## config.mk

```make
export PLATFORM = sky130hd
export DESIGN_NAME = svc_rv_dmem_stall_gen
export DESIGN_NICKNAME = d
export VERILOG_FILES = /design/src/rtl/svc_rv_dmem_model_pkg.sv /design/src/rtl/svc_rv_dmem_stall_gen.sv
export SDC_FILE = /design/constraint.sdc
export NUM_CORES = 1
export LEC_CHECK = 0
export CORE_AREA = 2 2 47 49
export CTS_CLUSTER_SIZE = 40
export DETAILED_ROUTE_END_ITERATION = 8
export DIE_AREA = 0 0 49 51
export MAX_ROUTING_LAYER = met4
export PLACE_DENSITY = 0.88
export SYNTH_ARGS = -nofsm -noshare
export SYNTH_HDL_FRONTEND = slang
export SYNTH_SLANG_ARGS = --single-unit
```

## constraint.sdc

```tcl
create_clock -name clock -period 5.3 [get_ports clock]
set_input_delay 0.795 -clock clock [delete_from_list [all_inputs] [get_ports clock]]
set_output_delay 0.795 -clock clock [all_outputs]
set_load 0.005 [all_outputs]
```

## src/rtl/svc_rv_dmem_model_pkg.sv

```systemverilog
// Shared types and helpers for the svc_rv behavioural data-memory model.
// Read-timing selectors, stall FSM states and the byte-strobe merge.
package svc_rv_dmem_model_pkg;

    localparam int MEM_SRAM = 0;
    localparam int MEM_BRAM = 1;

    typedef enum logic {
        ST_IDLE = 1'b0,
        ST_PEND = 1'b1
    } stall_state_t;

    // Bytes whose strobe bit is set come from wdata, the rest keep old_word.
    function automatic logic [31:0] strobe_merge(
        input logic [31:0] old_word,
        input logic [31:0] wdata,
        input logic [3:0]  wstrb
    );
        logic [31:0] mask;
        mask = {{8{wstrb[3]}}, {8{wstrb[2]}}, {8{wstrb[1]}}, {8{wstrb[0]}}};
        return (old_word & ~mask) | (wdata & mask);
    endfunction

endpackage

```

## src/rtl/svc_rv_dmem_stall_gen.sv

```systemverilog
// Bounded stall injector: stalls may follow an accepted read, never last more
// than MAX_STALL cycles in a row, and are counted in a saturating counter.
module svc_rv_dmem_stall_gen
    import svc_rv_dmem_model_pkg::*;
#(
    parameter int MAX_STALL = 2
) (
    input  logic        clock,
    input  logic        reset,
    input  logic        stall_req,
    input  logic        rd_accept,
    output logic        dmem_stall,
    output logic [15:0] stall_cycles
);

    localparam logic [2:0] RUN_LIMIT = 3'(MAX_STALL);

    stall_state_t state;
    stall_state_t state_next;
    logic [2:0]   run;
    logic [2:0]   run_next;

    // Kept apart from the next-state block: rd_accept is derived from dmem_stall.
    assign dmem_stall = stall_req && (state == ST_PEND) && (run < RUN_LIMIT);

    always_comb begin
        // NOTE: every always_comb output gets a default first so no path infers a latch.
        state_next = state;
        run_next   = dmem_stall ? run + 3'd1 : 3'd0;
        case (state)
            ST_IDLE: if (rd_accept) state_next = ST_PEND;
            ST_PEND: if (!dmem_stall && !rd_accept) state_next = ST_IDLE;
        endcase
    end

    // NOTE: clocked state uses <= so every register samples pre-edge values.
    always_ff @(posedge clock) begin
        if (reset) begin
            state        <= ST_IDLE;
            run          <= 3'd0;
            stall_cycles <= 16'h0000;
        end else begin
            state <= state_next;
            run   <= run_next;
            if (dmem_stall && (stall_cycles != 16'hFFFF)) begin
                stall_cycles <= stall_cycles + 16'd1;
            end
        end
    end

endmodule

```

==> reports/results.txt <==
Synth top area share: 40.9%
GR Util met1: 23.0%
Power Density: 207 nW/µm²
post-CTS sizing: 0
met3 Use GR: 3.80%
fillcell total: 183
CTS tree: done
vias in the first global route: 832
post-synthesis compound-gate area fraction: 14.7%
Post-Route WL: 2220 µm
Synth Area in Adders: 2.55%
final setup fails: 0
Final Util: 59.9%
Slew HR: 47.5%
synth warn: 0
root buf cell: clkbuf_4
Post-CTS Setup Bufs: 0
status: complete, no violations
Core ar.: 2060 µm²
Max Fclk: 302 MHz
Detailed Place HPWL: 1540 µm
nets@finish: 139
antenna violations before repair: 0
synthesized instance count: 112
critical path startpoint: stall_req
crit path cell chain: clkdlybuf4s50_1, nand4bb_1, clkinv_1, clkdlybuf4s50_1
WS Path Type: in2out
TritonCTS buffer count: 3
area leader, netlist: dfxtp_1
biggest cell delay along the critical path: 550 ps
met2 GRT Util: 30.6%
simple-gate area share of the yosys netlist: 34.5%
drt pass-1 iters: 4
H-Tree Depth: 1
HP Class: reg2reg
WL/cell: 13.9 µm
DIE AREA: 2500 µm²
first-pass GRT wire length: 3610 µm
slowest stage cell on the critical path: clkdlybuf4s50_1
Max IR drop VDD: 0.131 mV
Via Count: 971
Final period util: 62.4%
most frequent cells in the layout: 20 x clkdlybuf4s50_1, 20 x dfxtp_1, 11 x a21oi_1
initial DRC count: 24
main combinational cell family by area after synthesis: simple AND/OR/NAND/NOR gates
synthesis-to-finish area growth: 26.1%
Arr. time, crit path: 2510 ps
R2R setup slack: 3070 ps
gr busiest metal: met2
Syn Area/Cell: 8.75 µm²
crit path launch type: input pin
hold depth: 1
Final Max Slew Viols: 0
die extent in y: 51 µm
CP max FO: 11
via density per instance: 6.07
register clock-pin slew on the reported worst setup and hold paths: 110 ps
RR Startpoint: run[2]
FF-to-FF path depth: 5
CTS max path bufs: 2
GRT overflow: 0
max-cap violations: 0
Final ANT Viol Nets: 0
skew final: 1.41 ps
row count: 17
RD Place Congestion: 0.842
crit-path leading delay family: buffers and inverters
Worst Hold End: run[0]
layout cells sized above 1: 6.06%
setup TNS: 0 ps
Residual DRC: 0
Pleak: 0.384 nW
Worst Tran Pin Value: 785 ps
Worst Hold Launch: run[0]
critical path buffer and inverter count: 3
synthesized area: 980 µm²
Req. time, crit path: 4510 ps
register area share after synthesis: 40.9%
RSZ-0062 raised after global routing: false
largest net degree at the start of global routing: 24
IO Port Bufs: 20
min cycle time layout: 3310 ps
post-synthesis mux area share: 3.32%
Die W: 49 µm
CP endpoint kind: output pin
final hold vios: 0
top cells by area, synth: dfxtp_1 41%, a21oi_1 5.6%, o31ai_1 5.4%
most frequent cell on the critical path: clkdlybuf4s50_1
reg2reg end: stall_cycles[11]
IO Pins: 21
ant diodes: 0
flops & latches, synth: 20
Clock Sinks: 20
initial cell density of the core: 47.5%
GRT Total Usage: 19.5%
cts hold-fix bufs: 0
clock latency at the later pin of the worst-skew pair: 300 ps
synthesized netlist net count: 118
synth unique cells: 33
XOR/XNOR Fraction of Synth Area: 0.894%
## cell families (layout without fill, tap and decap cells)
group / Yosys count / count (layout)
xor gates and xnor gates: 1 / 1
DFF: 20 / 20
and+or+nand+nor: 54 / 54
buffers and inverters: 8 / 28
muxes: 3 / 3
AOI/OAI and AO/OA: 24 / 24
adders and majority gates: 2 / 2
## metrics by stage
stage | power, W | std cells | hold slack (ps) | instance area, µm² | setup WS [ps]
3_3_place_gp | 0.000168 | 156 | 423 | 1200 | 2100
6_report | 0.000256 | 160 | 443 | 1230 | 1990
4_1_cts | 0.000257 | 160 | 445 | 1230 | 2000
2_1_floorplan | 0.000162 | 112 | 408 | 980 | 3270
5_1_grt | 0.000268 | 160 | 463 | 1230 | 1860
3_5_place_dp | 0.000168 | 156 | 430 | 1200 | 2050
## report_power, final
group / switching (W) / internal (W)
sequential: 0.00000156 / 0.000152
combinational: 0.00000653 / 0.00000534
clock: 0.0000487 / 0.0000420
## how the worst max path moves through the flow
| stage | endpoint | slack (ps) | depth (start not counted) |
|---|---|---|---|
| 2_1_floorplan | stall_cycles[11] | 3270 | 5 |
| 3_3_place_gp | dmem_stall | 2100 | 4 |
| 3_5_place_dp | dmem_stall | 2050 | 4 |
| 4_1_cts | dmem_stall | 2000 | 4 |
| 5_1_grt | dmem_stall | 1860 | 4 |
| 6_report | dmem_stall | 1990 | 4 |
## cell type report
class                      instances  area, µm²  area share (%)
sequential                        20        400            32.4
timing repair buffer              20        200            16.2
multi-input combinational         84        548            44.4
inverter                           4       15.0            1.22
tap                               28       35.0            2.84
clock buffer                       4       36.3            2.94
## routing by layer
layer	up-vias	wire length (µm)
met5	-	0
met4	0	48
met3	7	87
met2	27	1080
met1	465	1000
li1	472	-
## synth_stat cells, drive strengths merged
cell     instances
and4             1
a211oi           1
ha               2
a21oi           11
nor3             5
nand3            8
nor4             4
or2              1
nand4bb          1
clkbuf           3
nand2            3
o21ai            4
nand4            7
or3              6
nor3b            1
nand2b           2
buf              1
o31a             1
xnor2            1
or4              5
mux2i            1
inv              3
nor4b            1
nor2             6
mux2             2
and3             1
clkinv           1
nor2b            2
o31ai            7
dfxtp           20
## state kept, by name, indices dropped and copies added, names as in the netlist
name          count
run               3
state             1
stall_cycles     16
Power figures use the tool's default switching activity.
